**config.mk**
```make
export PLATFORM = sky130hd
export DESIGN_NAME = spin_row_assembler
export DESIGN_NICKNAME = d
export VERILOG_FILES = /design/src/rtl/spin_row_assembler.sv
export SDC_FILE = /design/constraint.sdc
export NUM_CORES = 1
export LEC_CHECK = 0
export CAP_MARGIN = 5
export CORE_UTILIZATION = 40
export CTS_CLUSTER_SIZE = 30
export DETAILED_ROUTE_END_ITERATION = 6
export GPL_TIMING_DRIVEN = 1
export PLACE_DENSITY = 0.68
export SYNTH_ARGS = -nofsm -noshare
export SYNTH_HDL_FRONTEND = slang
export SYNTH_SLANG_ARGS = --single-unit
```
**constraint.sdc**
```tcl
create_clock -name clk -period 3.8 [get_ports clk]
set_input_delay 1.14 -clock clk [delete_from_list [all_inputs] [get_ports clk]]
set_output_delay 1.14 -clock clk [all_outputs]
set_load 0.05 [all_outputs]
```
**src/rtl/spin_row_assembler.sv**
```systemverilog
// Spin-row assembler: drains WIDTH-bit words from the spin-load FIFO and packs
// BYTES_PER_ROW of them (first word in the LSBs) into addressed rows for the memory writer.
module spin_row_assembler #(
  parameter int WIDTH      = 8,
  parameter int ROW_BITS   = 32,
  parameter int NUM_ROWS   = 32,
  parameter int ADDR_WIDTH = (NUM_ROWS > 1) ? $clog2(NUM_ROWS) : 1
) (
  input  logic                  clk,
  input  logic                  rst,
  input  logic                  start_i,
  output logic                  busy_o,
  output logic                  done_o,
  output logic                  fifo_rd_en_o,
  input  logic [WIDTH-1:0]      fifo_dout_i,
  input  logic                  fifo_empty_i,
  output logic                  row_valid_o,
  input  logic                  row_ready_i,
  output logic [ROW_BITS-1:0]   row_data_o,
  output logic [ADDR_WIDTH-1:0] row_addr_o
);

  // state  | meaning
  // IDLE   | waiting for start
  // LOAD   | issuing FIFO reads and capturing words into the row
  // OUT    | row presented, waiting for row_ready
  // DONE   | one-cycle done pulse after the final row

  localparam int BPR = ROW_BITS / WIDTH;
  localparam int CW  = $clog2(BPR + 1);
  localparam logic [CW-1:0]         BPR_C     = CW'(BPR);
  localparam logic [CW-1:0]         BPR_M1    = CW'(BPR - 1);
  localparam logic [ADDR_WIDTH-1:0] LAST_ADDR = ADDR_WIDTH'(NUM_ROWS - 1);

  typedef enum logic [1:0] {S_IDLE, S_LOAD, S_OUT, S_DONE} state_e;

  state_e                state_q, state_d;
  logic [CW-1:0]         issued_q, issued_d;
  logic [CW-1:0]         captured_q, captured_d;
  logic                  pending_q, pending_d;
  logic [ROW_BITS-1:0]   row_data_q, row_data_d;
  logic [ADDR_WIDTH-1:0] row_addr_q, row_addr_d;
  logic                  rd_en;

  always_ff @(posedge clk) begin
    if (rst) begin
      state_q    <= S_IDLE;
      issued_q   <= '0;
      captured_q <= '0;
      pending_q  <= 1'b0;
      row_data_q <= '0;
      row_addr_q <= '0;
    end else begin
      state_q    <= state_d;
      issued_q   <= issued_d;
      captured_q <= captured_d;
      pending_q  <= pending_d;
      row_data_q <= row_data_d;
      row_addr_q <= row_addr_d;
    end
  end

  always_comb begin
    state_d    = state_q;
    issued_d   = issued_q;
    captured_d = captured_q;
    row_data_d = row_data_q;
    row_addr_d = row_addr_q;
    // Requests are gated on !empty, so every asserted read is accepted by the FIFO.
    rd_en      = (state_q == S_LOAD) && !fifo_empty_i && (issued_q < BPR_C);
    pending_d  = rd_en;

    if (pending_q) begin
      for (int b = 0; b < BPR; b++) begin
        if (captured_q == CW'(b)) row_data_d[b*WIDTH +: WIDTH] = fifo_dout_i;
      end
      captured_d = captured_q + CW'(1);
    end

    unique case (state_q)
      S_IDLE: begin
        if (start_i) begin
          state_d    = S_LOAD;
          row_addr_d = '0;
          issued_d   = '0;
          captured_d = '0;
        end
      end
      S_LOAD: begin
        if (rd_en) issued_d = issued_q + CW'(1);
        // Leave on the cycle the last word lands so the row is valid one cycle later.
        if (pending_q && (captured_q == BPR_M1)) state_d = S_OUT;
      end
      S_OUT: begin
        if (row_ready_i) begin
          if (row_addr_q == LAST_ADDR) begin
            state_d = S_DONE;
          end else begin
            state_d    = S_LOAD;
            row_addr_d = row_addr_q + ADDR_WIDTH'(1);
            issued_d   = '0;
            captured_d = '0;
          end
        end
      end
      S_DONE:  state_d = S_IDLE;
      default: state_d = S_IDLE;
    endcase
  end

  assign fifo_rd_en_o = rd_en;
  assign busy_o       = (state_q == S_LOAD) || (state_q == S_OUT);
  assign done_o       = (state_q == S_DONE);
  assign row_valid_o  = (state_q == S_OUT);
  assign row_data_o   = row_data_q;
  assign row_addr_o   = row_addr_q;

endmodule

```
After elaboration in Yosys (flattened, before gate mapping)
Cells that the tools add are included.
{ "classes": {"add_sub_neg": 3, "magnitude_cmp": 1, "eq_ne": 12, "n_mux": 19, "reduce_logical": 16} }
{ "op_table": {"columns": ["op", "count"], "rows": [
  ["$mux W3", 8],
  ["$mux W5", 3],
  ["$pmux W5 S2", 1],
  ["$pmux W3 S3", 1],
  ["$mux W2", 4],
  ["$ne A2 B2 Y1 const B", 4],
  ["$pmux W2 S4", 1],
  ["$reduce_and A2 Y1", 4],
  ["$add A3 B1 Y3 const B", 2],
  ["$eq A3 B2 Y1 const B", 2],
  ["$pmux W3 S2", 1],
  ["$add A5 B1 Y5 const B", 1],
  ["$eq A5 B5 Y1 const B", 1],
  ["$reduce_and A5 Y1", 1],
  ["$eq A2 B2 Y1 const B", 2],
  ["$reduce_and A4 Y1", 1],
  ["$eq A3 B1 Y1 const B", 1],
  ["$logic_and A1 B1 Y1", 3],
  ["$logic_not A3 Y1", 1],
  ["$lt A3 B3 Y1 const B", 1],
  ["$reduce_and A3 Y1", 1],
  ["$reduce_bool A3 Y1", 1],
  ["$eq A2 B1 Y1 const B", 1],
  ["$logic_not A2 Y1", 1],
  ["4 further kinds", 4]
]} }
{ "totals": {"register_bits": 46, "inputBits": 13, "wordCells": 60} }

Logic depth before layout (Yosys ltp)
Gate-level depths: netlist of the first run.
{ "logic_depth": {"ltp_word": 5, "depth_mapped": 7, "mapped_depth_nobuf": 7} }

Least setup slack after synthesis of the first run
Ideal clock, no wire load.
{ "synth_timing": {"path_type": "input port to output port", "start": "in fifo_empty_i", "end": "out fifo_rd_en_o", "arrival_time_ns": 1.858, "setup_slack_ns": 0.802, "stages": 2, "path_buffers": 0, "cell_sequence": "or3b_4 -> inv_1"} }
{ "synth_via": {"elab_chain_len": 3} }
{ "synth_lines": {"columns": ["element", "line_no", "source"], "rows": [
  ["start, declared", "16", "input logic fifo_empty_i,"],
  ["$logic_not A1 Y1", "70", "rd_en = (state_q == S_LOAD) && !fifo_empty_i && (issued_q < BPR_C);"],
  ["$logic_and A1 B1 Y1 (2 in a row)", "70", null],
  ["end, declared", "14", "output logic fifo_rd_en_o,"]
]} }
Every way passes these cells.

Final worst setup path of the first run
Ends and elaborated chain as after synthesis.

==> results.rst, run 1 <==
.. list-table::
   :header-rows: 1

   * - Metric
     - Value
   * - Register share of total power
     - 41.6%
   * - Hold violation total from the final report
     - 0
   * - Global-route wire length before repair
     - between 7 and 8 mm
   * - Clock power share
     - between 20 and 30%
   * - Clock insertion delay at the later pin of the skew report
     - 310 ps
   * - Tightest slew margin relative to the limit
     - roughly half
   * - Post-synth EDFFs
     - 0
   * - Die span in y
     - 72.6 µm
   * - H-tree level count
     - 2
   * - Initial antenna violation count
     - 0
   * - Number of primary I/O pins
     - between 50 and 60
   * - Highest Clock Rate
     - slightly below 0.3 GHz
   * - Tot GR Track Use
     - 18.3%
   * - DP Worst Slack
     - ~410 ps
   * - Total setup buffers inserted after CTS
     - 0
   * - Leakage component of the power
     - 0.946 nW
   * - Clock Skews
     - a little under 10 ps
   * - Synthesized flop and latch total
     - 46
   * - Syn_area_per_cell
     - about 8.5 µm²
   * - Largest family of logic cells by synthesized area
     - simple AND/OR/NAND/NOR gates
   * - Clock tree from TritonCTS
     - built
   * - Core outline area
     - between 0.004 and 0.005 mm²
   * - Mux contribution to synthesized area
     - roughly 3%
   * - Router iterations before antenna repair
     - 4
   * - Final Max Tran Viols
     - 0
   * - Synth Area in Compound Gates
     - 15.1%
   * - Largest net degree at the start of global routing
     - 28
   * - Layout fillers
     - 460
   * - Die span in x
     - slightly above 70 µm
   * - Async set-or-reset flop fraction in the synthesized netlist
     - 0%
   * - Root Buffer
     - sky130_fd_sc_hd__clkbuf_8
   * - Crit path DAT
     - approximately 2300 ps
   * - Pin slew with the least headroom to its limit
     - around 740 ps
   * - TNS Setup
     - 0 ps
   * - Number of standard cells after synthesis
     - between 200 and 250
   * - Post-synthesis adder-cell area fraction
     - between 7 and 8%
   * - Synth cell types
     - 33
   * - Initial cell density of the core
     - a little over two fifths
   * - Number of port buffers
     - 53
   * - Vias in the first global route
     - ~1,600
   * - Maximum fanout along the worst path
     - 3
   * - Number of buffers created by CTS
     - 5
   * - Number of DRC markers in iteration 0
     - between 60 and 70
   * - Post-DP HPWL
     - around 3.1 mm
   * - Flip-flop cell with the highest count after synthesis
     - sky130_fd_sc_hd__dfxtp_1
   * - Cts repair resizes
     - 0
   * - Part of the power in combinational logic
     - 29.5%
   * - Worst setup path class
     - input port to output port
   * - Max rail drop VDD
     - approximately 0.47 mV
   * - Share of the clock period used by the worst path
     - 89.6%
   * - ANT nets after route
     - 0
   * - Switch Pwr
     - around 0.43 mW
   * - Least setup slack across all paths after layout
     - about 390 ps
   * - Required time of the worst setup path
     - roughly 2700 ps
   * - Hold buffer count at cts
     - 0
   * - Synthesized area
     - 0.00199 mm²
   * - Critical Path Start Type
     - input port
   * - Placed instance area
     - ~0.0026 mm²
   * - Final standard cell utilization of the core
     - between 50% and 60%
   * - Proportion of synthesized chip area in sequential cells
     - a little under half
   * - Max cap viols
     - 0
   * - Remaining design rule violation count
     - 0
   * - Xor and xnor fraction of the mapped netlist area
     - 0.440%
   * - Count of clock tree sinks
     - 46
   * - GPL Wtd Cong
     - around 0.73
   * - Cell area after layout
     - roughly 0.0027 mm²
   * - Syn_nets
     - approximately 260
   * - Average routed wire per standard cell
     - approximately 13 µm
   * - Run status
     - finished clean
   * - Count of antenna diodes in the layout
     - 0
   * - Top cell type's share of synthesized area
     - a little under half
   * - Switching portion of total power
     - ~34%
   * - Synth top area cells
     - sky130_fd_sc_hd__dfxtp_1 46%, sky130_fd_sc_hd__a21oi_1 8.3%, sky130_fd_sc_hd__nand3_1 8.3%
   * - Drt total wl
     - 4.52 mm
   * - Setup repair after global routing missed its margin
     - no
   * - Number of rows created at floorplan
     - 25
   * - Class of the tightest hold or removal check
     - flip-flop to flip-flop
   * - Critical path endpoint category
     - output port
   * - Clock-pin transition on the worst setup and hold timing paths
     - ~90 ps
   * - Full die area
     - between 0.005 and 0.006 mm²
   * - Vias per inst
     - around 5
   * - Yosys top cell by area
     - sky130_fd_sc_hd__dfxtp_1
   * - Number of setup violations in the final report
     - 0
   * - Combined area of the multi-input logic cells
     - roughly 960 µm²
   * - Residual overflow from global routing
     - 0
   * - Layout overhead on the synthesized area
     - 34.5%
   * - Area fraction in and, or, nand and nor cells after synthesis
     - between 20% and 30%
   * - Minimum clock period
     - between 3000 and 4000 ps
   * - Count of vias placed by the detailed router
     - between 1,500 and 2,000
   * - Sequential standard cell area
     - around 920 µm²
   * - Power density of the placed cells
     - ~470 mW/mm²
   * - Yosys warning total
     - 0
   * - NumNets Final
     - 305
   * - Share of final-layout standard cells stronger than drive strength 1
     - between 6 and 7%
   * - Largest buffer count on any clock path
     - 2
   * - Internal Pwr Total
     - 0.838 mW
-- area by class of cell --
class,count,share of cell area [%]
Sequential cell,46,34.4
Timing Repair Buffer,55,20.7
Multi-Input combinational cell,161,36.0
Inverter,11,1.54
Clock buffer,5,2.57
Tap cell,67,3.13
Clock inverter,3,1.68
-- synth_stat cells, drive strengths merged (2+ instances only) --
cell	n
dfxtp	46
nand2	40
a21oi	33
nand3	33
ha	12
inv	11
nor2	10
clkbuf	8
buf	7
mux2i	6
a211oi	5
nand2b	3
a31oi	2
and2	2
nor2b	2
-- kinds of logic after synthesis --
family,after synthesis
muxes,6
DFF,46
and+or+nand+nor,96
adders and majority gates,12
xor gates and xnor gates,1
AOI/OAI and AO/OA,46
buffers and inverters,26
-- flip-flops by register name, summed over array words and instances (netlist names) --
name,cells
pending_q,1
row_addr_o,5
issued_q,3
captured_q,3
row_data_o,32
state_q,2
-- worst max-delay path: stages --
cell and delay, ps:
sky130_fd_sc_hd__clkdlybuf4s50_1 430, sky130_fd_sc_hd__or3b_4 410, sky130_fd_sc_hd__inv_1 130, sky130_fd_sc_hd__buf_12 150
-- power by group through the flow --
stage               sequential, mW  combinational, mW  clock, mW
CTS                          0.529              0.377      0.378
detailed placement           0.540              0.374          0
finish                       0.529              0.374      0.367
global route                 0.533              0.409      0.393
floorplan                    0.560              0.255          0
global placement             0.540              0.371          0
-- metal layers --
metal,track usage [%],part of all wire (%),wire (µm)
met5,0,0,0
met4,6.32,1.1,48
met3,5.28,6.6,299
met2,30.6,44,2000
met1,22.3,48,2180
-- placed cells by master (no fill, tap or decap), types with 2 or more instances in the layout --
| cell | synthesis | final |
|---|---|---|
| sky130_fd_sc_hd__a21oi_1 | 33 | 33 |
| sky130_fd_sc_hd__mux2i_1 | 6 | 6 |
| sky130_fd_sc_hd__clkinvlp_4 | 0 | 2 |
| sky130_fd_sc_hd__and2_1 | 2 | 2 |
| sky130_fd_sc_hd__nand3_1 | 33 | 33 |
| sky130_fd_sc_hd__nor2_1 | 10 | 10 |
| sky130_fd_sc_hd__nand2_1 | 39 | 39 |
| sky130_fd_sc_hd__clkdlybuf4s50_1 | 0 | 52 |
| sky130_fd_sc_hd__clkbuf_8 | 0 | 5 |
| sky130_fd_sc_hd__nand2b_1 | 3 | 3 |
| sky130_fd_sc_hd__dfxtp_1 | 46 | 46 |
| sky130_fd_sc_hd__inv_1 | 11 | 11 |
| sky130_fd_sc_hd__ha_1 | 12 | 12 |
| sky130_fd_sc_hd__buf_4 | 1 | 2 |
| sky130_fd_sc_hd__a31oi_1 | 2 | 2 |
| sky130_fd_sc_hd__a211oi_1 | 3 | 3 |
| sky130_fd_sc_hd__nor2b_1 | 2 | 2 |
-- final timing paths --
kind	start	endpoint	slack (ps)	cells past startpoint
max	fifo_empty_i	fifo_rd_en_o	390	4
min	row_data_o[8]	row_data_o[8]	460	2
max reg2reg	row_addr_o[0]	issued_q[1]	1660	7
min reg2reg	row_data_o[8]	row_data_o[8]	460	2
-- per-stage QoR --
stage	cells	total power [mW]	hold slack [ps]
2_1_floorplan	233	0.815	473
3_3_place_gp	340	0.911	443
3_5_place_dp	340	0.915	446
4_1_cts	348	1.28	459
5_1_grt	348	1.33	469
6_report	348	1.27	457
Power figures use the tool's default switching activity.
==> run 2, diff against run 1 <==
- CORE_UTILIZATION: 40 -> 25
- HOLD_SLACK_MARGIN: unset -> 0.15
- PLACE_DENSITY: 0.68 -> unset
==> run 2 against run 1 <==
Die area is 58% higher. Setup slack better by 8.9 ps. Combinational power is 1% higher. Global-route usage is 6.2 points lower. Sequential power hardly changed.
==> results.rst, run 2 (synthesis results as in run 1) <==
.. list-table::
   :header-rows: 1

   * - Metric
     - Value
   * - Clock insertion delay at the later pin of the skew report
     - 300 ps
   * - ANT nets after route
     - 0
   * - Hold violation total from the final report
     - 0
   * - Die span in y
     - 91.3 µm
   * - Kind of cell adding the most delay to the critical path
     - buffers and inverters
   * - Minimum clock period
     - approximately 3400 ps
   * - Layout fillers
     - a little over 800
   * - Number of port buffers
     - between 50 and 60
   * - Vias per inst
     - 4.54
   * - Series of cell instances along the critical path
     - clkdlybuf4s50_1, or3b_4, inv_1, buf_12
   * - Critical path endpoint category
     - output port
   * - Largest buffer count on any clock path
     - 2
   * - Tightest slew margin relative to the limit
     - a little over three fifths
   * - Total setup buffers inserted after CTS
     - 0
   * - TNS Setup
     - 0 ps
   * - Final Max Tran Viols
     - 0
   * - Full die area
     - around 0.0083 mm²
   * - Required time of the worst setup path
     - about 2700 ps
   * - PnR Total Power
     - about 1.2 mW
   * - Count of vias placed by the detailed router
     - around 1,700
   * - Class of the tightest hold or removal check
     - flip-flop to flip-flop
   * - Remaining design rule violation count
     - 0
   * - Crit path DAT
     - 2260 ps
   * - Non-filler instance count after layout
     - 384
   * - Number of rows created at floorplan
     - 32
   * - Highest Clock Rate
     - about 0.29 GHz
   * - Clock Skews
     - between 5 and 6 ps
   * - Count of clock tree sinks
     - 46
   * - Max rail drop VDD
     - around 0.30 mV
   * - Core outline area
     - about 0.0077 mm²
   * - Number of setup violations in the final report
     - 0
   * - Hold buffer count at cts
     - 0
   * - Initial cell density of the core
     - between 20% and 30%
   * - R2R setup slack
     - ~1700 ps
   * - Buffers & Inverters on Critical Path
     - 3
   * - Average routed wire per standard cell
     - between 10 and 15 µm
   * - Most frequent cells in the layout
     - 52 x sky130_fd_sc_hd__clkdlybuf4s50_1, 46 x sky130_fd_sc_hd__dfxtp_1, 39 x sky130_fd_sc_hd__nand2_1
   * - Die span in x
     - 91.3 µm
   * - Cts repair resizes
     - 0
   * - Router iterations before antenna repair
     - 4
   * - Initial antenna violation count
     - 0
   * - Vias in the first global route
     - 1,593
   * - Share of final-layout standard cells stronger than drive strength 1
     - under 10%
   * - Post-DP HPWL
     - approximately 3.4 mm
   * - Share of the clock period used by the worst path
     - 89.4%
   * - Number of primary I/O pins
     - 54
   * - Part of the power in combinational logic
     - 31.3%
   * - Largest net degree at the start of global routing
     - 28
   * - Worst setup path class
     - input port to output port
   * - Switching portion of total power
     - 36.0%
   * - NumNets Final
     - 306
   * - Internal Pwr Total
     - 0.773 mW
   * - Max cap viols
     - 0
   * - GPL Wtd Cong
     - approximately 0.74
   * - Number of buffers created by CTS
     - 5
   * - Clock-pin transition on the worst setup and hold timing paths
     - ~90 ps
   * - Slowest cell delay on critical path
     - between 400 and 500 ps
   * - Cell Count Post-Placement
     - 376
   * - Run status
     - finished clean
   * - Critical Path Start Type
     - input port
   * - Count of antenna diodes in the layout
     - 0
   * - Maximum fanout along the worst path
     - 3
   * - Residual overflow from global routing
     - 0
   * - Switch Pwr
     - approximately 0.43 mW
   * - Register share of total power
     - roughly 44%
   * - DP Worst Slack
     - ~420 ps
   * - Number of DRC markers in iteration 0
     - 74
   * - Least setup slack across all paths after layout
     - 404 ps
   * - Tot GR Track Use
     - about an eighth
   * - Clock power share
     - about a quarter
   * - Layout overhead on the synthesized area
     - 35.9%
   * - Flip-flop count of the largest register after layout
     - 32
   * - Global-route wire length before repair
     - approximately 7.9 mm
   * - H-tree level count
     - 2
   * - Most common library cell in the layout ignoring fill and taps
     - sky130_fd_sc_hd__clkdlybuf4s50_1
   * - Pin slew with the least headroom to its limit
     - between 500 and 600 ps
   * - Drt total wl
     - approximately 4.8 mm
   * - Power density of the placed cells
     - approximately 450 mW/mm²
   * - Clock tree from TritonCTS
     - built
   * - Setup repair after global routing missed its margin
     - no
   * - Slowest stage cell on the critical path
     - sky130_fd_sc_hd__clkdlybuf4s50_1
   * - Root Buffer
     - sky130_fd_sc_hd__clkbuf_8
   * - Leakage component of the power
     - 0.945 nW
## run 2: power by group through the flow
| stage | clock [mW] | combinational (mW) | sequential [mW] |
|---|---|---|---|
| 2_1_floorplan | 0 | 0.255 | 0.560 |
| 3_3_place_gp | 0 | 0.376 | 0.539 |
| 3_5_place_dp | 0 | 0.379 | 0.541 |
| 4_1_cts | 0.317 | 0.380 | 0.530 |
| 5_1_grt | 0.335 | 0.407 | 0.534 |
| 6_report | 0.300 | 0.379 | 0.529 |
## run 2: worst paths after layout
kind	startpoint	to	cells past startpoint
max	fifo_empty_i	fifo_rd_en_o	4
min	row_data_o[9]	row_data_o[9]	2
max reg2reg	row_addr_o[0]	row_addr_o[3]	7
min reg2reg	row_data_o[9]	row_data_o[9]	2
## run 2: cell type report
cell class,instances,area (µm²),share of cell area (%)
well taps,102,128,4.72
repair buffers,56,563,20.8
multi-input cells,161,963,35.6
flip-flops and latches,46,921,34.0
inverters,11,41.3,1.53
clock inverters,3,21.3,0.786
clock buffers,5,68.8,2.54
## run 2: stage by stage
stage                     instance area, µm²  util, %  hold slack (ps)
after floorplan                         1990        -              473
after global placement                  2620     33.9              444
after detailed placement                2620     33.9              447
after CTS                               2710     35.0              459
after global routing                    2710     35.0              480
final                                   2710     35.0              458
## run 2: per-layer routing
layer	track usage [%]	vias up	wire (µm)
li1	-	886	-
met1	15.6	802	2280
met2	19.1	51	2180
met3	3.35	5	283
met4	4.37	0	27
met5	0	-	0
## run 2: worst reg2reg max path: stages (launching register included)
cell                       delay, ps
sky130_fd_sc_hd__dfxtp_1         360
sky130_fd_sc_hd__ha_1            220
sky130_fd_sc_hd__and3_1          180
sky130_fd_sc_hd__ha_1            190
sky130_fd_sc_hd__nand2b_1        250
sky130_fd_sc_hd__a211oi_4        480
sky130_fd_sc_hd__nand4_1         180
sky130_fd_sc_hd__mux2i_1         150
==> run 3, diff against run 2 <==
- CORE_MARGIN: unset -> 1.5
- REMOVE_ABC_BUFFERS: unset -> 1
==> run 3 against run 2 <==
Critical path type unchanged. Maximum frequency increased by 0.43%. Worst hold slack got worse by 0.89 ps. Combinational power about the same. Core utilization grew 0.16 points. Register-to-register slack hardly changed. Flip-flop and latch count did not move. Die area up 2.2%. Design area grew 0.46%. Setup slack better by 15 ps. Via count shrank 1.5%.
==> results.rst, run 3 (synthesis results as in run 1) <==
.. list-table::
   :header-rows: 1

   * - Metric
     - Value
   * - Run status
     - finished clean
   * - Count of vias placed by the detailed router
     - between 1,500 and 2,000
   * - Cell Count Post-Placement
     - approximately 380
   * - Cts repair resizes
     - 0
   * - DP Worst Slack
     - 411 ps
   * - Initial antenna violation count
     - 0
   * - Vias per inst
     - approximately 4.5
   * - Largest net degree at the start of global routing
     - 38
   * - Share of final-layout standard cells stronger than drive strength 1
     - 5.69%
   * - Crit path DAT
     - between 2000 and 2500 ps
   * - NumNets Final
     - around 310
   * - Count of antenna diodes in the layout
     - 0
   * - Tightest slew margin relative to the limit
     - 64.4%
   * - Pin slew with the least headroom to its limit
     - roughly 530 ps
   * - Part of the power in combinational logic
     - ~30%
   * - Maximum fanout along the worst path
     - 3
   * - Most common library cell in the layout ignoring fill and taps
     - sky130_fd_sc_hd__clkdlybuf4s50_1
   * - TNS Setup
     - 0 ps
   * - Clock tree from TritonCTS
     - built
   * - Critical path endpoint category
     - output port
   * - Cell area after layout
     - between 0.002 and 0.003 mm²
   * - Clock insertion delay at the later pin of the skew report
     - about 290 ps
   * - Clock power share
     - approximately 28%
   * - Die span in y
     - between 90 and 100 µm
   * - Initial cell density of the core
     - approximately 26%
   * - Root Buffer
     - sky130_fd_sc_hd__clkbuf_8
   * - Combined area of the multi-input logic cells
     - around 960 µm²
   * - Most frequent cells in the layout
     - 52 x sky130_fd_sc_hd__clkdlybuf4s50_1, 46 x sky130_fd_sc_hd__dfxtp_1, 39 x sky130_fd_sc_hd__nand2_1
   * - PnR Total Power
     - roughly 1.3 mW
   * - Core outline area
     - ~0.0077 mm²
   * - Number of DRC markers in iteration 0
     - between 80 and 90
   * - Number of rows created at floorplan
     - 32
   * - Tot GR Track Use
     - 11.8%
   * - Hold violation total from the final report
     - 0
   * - Highest Clock Rate
     - a little under 0.3 GHz
   * - Clock-pin transition on the worst setup and hold timing paths
     - around 90 ps
   * - Hold buffer count at cts
     - 0
   * - Final Max Tran Viols
     - 0
   * - Full die area
     - between 0.008 and 0.009 mm²
   * - Router iterations before antenna repair
     - 4
   * - Clock Skews
     - between 8 and 9 ps
   * - ANT nets after route
     - 0
   * - Global-route wire length before repair
     - approximately 8 mm
   * - Critical Path Start Type
     - input port
   * - Remaining design rule violation count
     - 0
   * - Switch Pwr
     - 0.427 mW
   * - Minimum clock period
     - ~3400 ps
   * - Die span in x
     - 92.3 µm
   * - Number of primary I/O pins
     - 54
   * - Internal Pwr Total
     - 0.840 mW
   * - Number of port buffers
     - 53
   * - Flip-flop count of the largest register after layout
     - 32
   * - Count of clock tree sinks
     - 46
   * - Vias in the first global route
     - ~1,600
   * - Setup repair after global routing missed its margin
     - no
   * - Largest buffer count on any clock path
     - 2
   * - Non-filler instance count after layout
     - about 380
   * - Worst setup path class
     - input port to output port
   * - Power density of the placed cells
     - 466 mW/mm²
   * - Max rail drop VDD
     - between 0.3 and 0.4 mV
   * - Max cap viols
     - 0
   * - Residual overflow from global routing
     - 0
   * - Layout overhead on the synthesized area
     - 36.5%
   * - Least setup slack across all paths after layout
     - about 420 ps
   * - Sequential standard cell area
     - 921 µm²
   * - Number of setup violations in the final report
     - 0
   * - Number of buffers created by CTS
     - 5
   * - H-tree level count
     - 2
   * - Required time of the worst setup path
     - 2660 ps
   * - Post-DP HPWL
     - roughly 3.4 mm
   * - Share of the clock period used by the worst path
     - approximately nine tenths
   * - Layout fillers
     - approximately 800
   * - Drt total wl
     - just under 5 mm
   * - Total setup buffers inserted after CTS
     - 0
   * - Leakage component of the power
     - about 0.95 nW
   * - Placed instance area
     - around 0.0026 mm²
   * - Register share of total power
     - a little over two fifths
   * - Class of the tightest hold or removal check
     - flip-flop to flip-flop
   * - Average routed wire per standard cell
     - about 13 µm
   * - GPL Wtd Cong
     - roughly 0.75
   * - Switching portion of total power
     - 33.7%
## run 3: cell count changes in the layout (fill, tap and decap cells not counted)
cell / previous run / this run
sky130_fd_sc_hd__buf_4: 3 / 2
sky130_fd_sc_hd__clkbuf_1: 0 / 1
sky130_fd_sc_hd__clkinv_4: 1 / 0
sky130_fd_sc_hd__bufinv_16: 0 / 1
sky130_fd_sc_hd__clkinv_2: 1 / 0
## run 3: power by group through the flow
stage	Combinational (mW)	Sequential [mW]	Clock, mW
final	0.376	0.529	0.361
after global routing	0.409	0.534	0.402
after CTS	0.381	0.529	0.374
after detailed placement	0.378	0.541	0
after global placement	0.375	0.539	0
after floorplan	0.236	0.565	0
## run 3: cell type report
type,instances,share of cell area (%)
Multi-Input combinational cell,161,35.4
Timing Repair Buffer,55,20.4
Sequential cell,46,33.9
Clock buffer,6,2.67
Tap cell,102,4.69
Clock inverter,2,1.38
Inverter,11,1.52
## run 3: stage by stage
step           hold slack, ps  util (%)
6_report                  457      35.2
5_1_grt                   478      35.2
4_1_cts                   459      35.2
3_5_place_dp              447      33.8
3_3_place_gp              443      33.8
2_1_floorplan             473         -
## run 3: critical path, stage by stage
cell and delay, ps:
sky130_fd_sc_hd__clkdlybuf4s50_1 420, sky130_fd_sc_hd__or3b_4 410, sky130_fd_sc_hd__inv_1 120, sky130_fd_sc_hd__buf_12 140
## run 3: worst paths after layout
check / startpoint / endpoint / slack [ps] / depth (start not counted)
min reg2reg: row_data_o[2] / row_data_o[2] / 460 / 2
min: row_data_o[2] / row_data_o[2] / 460 / 2
max: fifo_empty_i / fifo_rd_en_o / 420 / 4
max reg2reg: captured_q[0] / state_q[0] / 1680 / 6
## run 3: metal layers
| layer | global-route usage (%) | routed length, µm | vias to the layer above | part of all wire [%] |
|---|---|---|---|---|
| li1 | - | - | 881 | - |
| met1 | 16.3 | 2240 | 786 | 47 |
| met2 | 18.3 | 2280 | 45 | 47 |
| met3 | 2.90 | 253 | 5 | 5.3 |
| met4 | 3.08 | 34 | 0 | 0.71 |
| met5 | 0 | 0 | - | 0 |
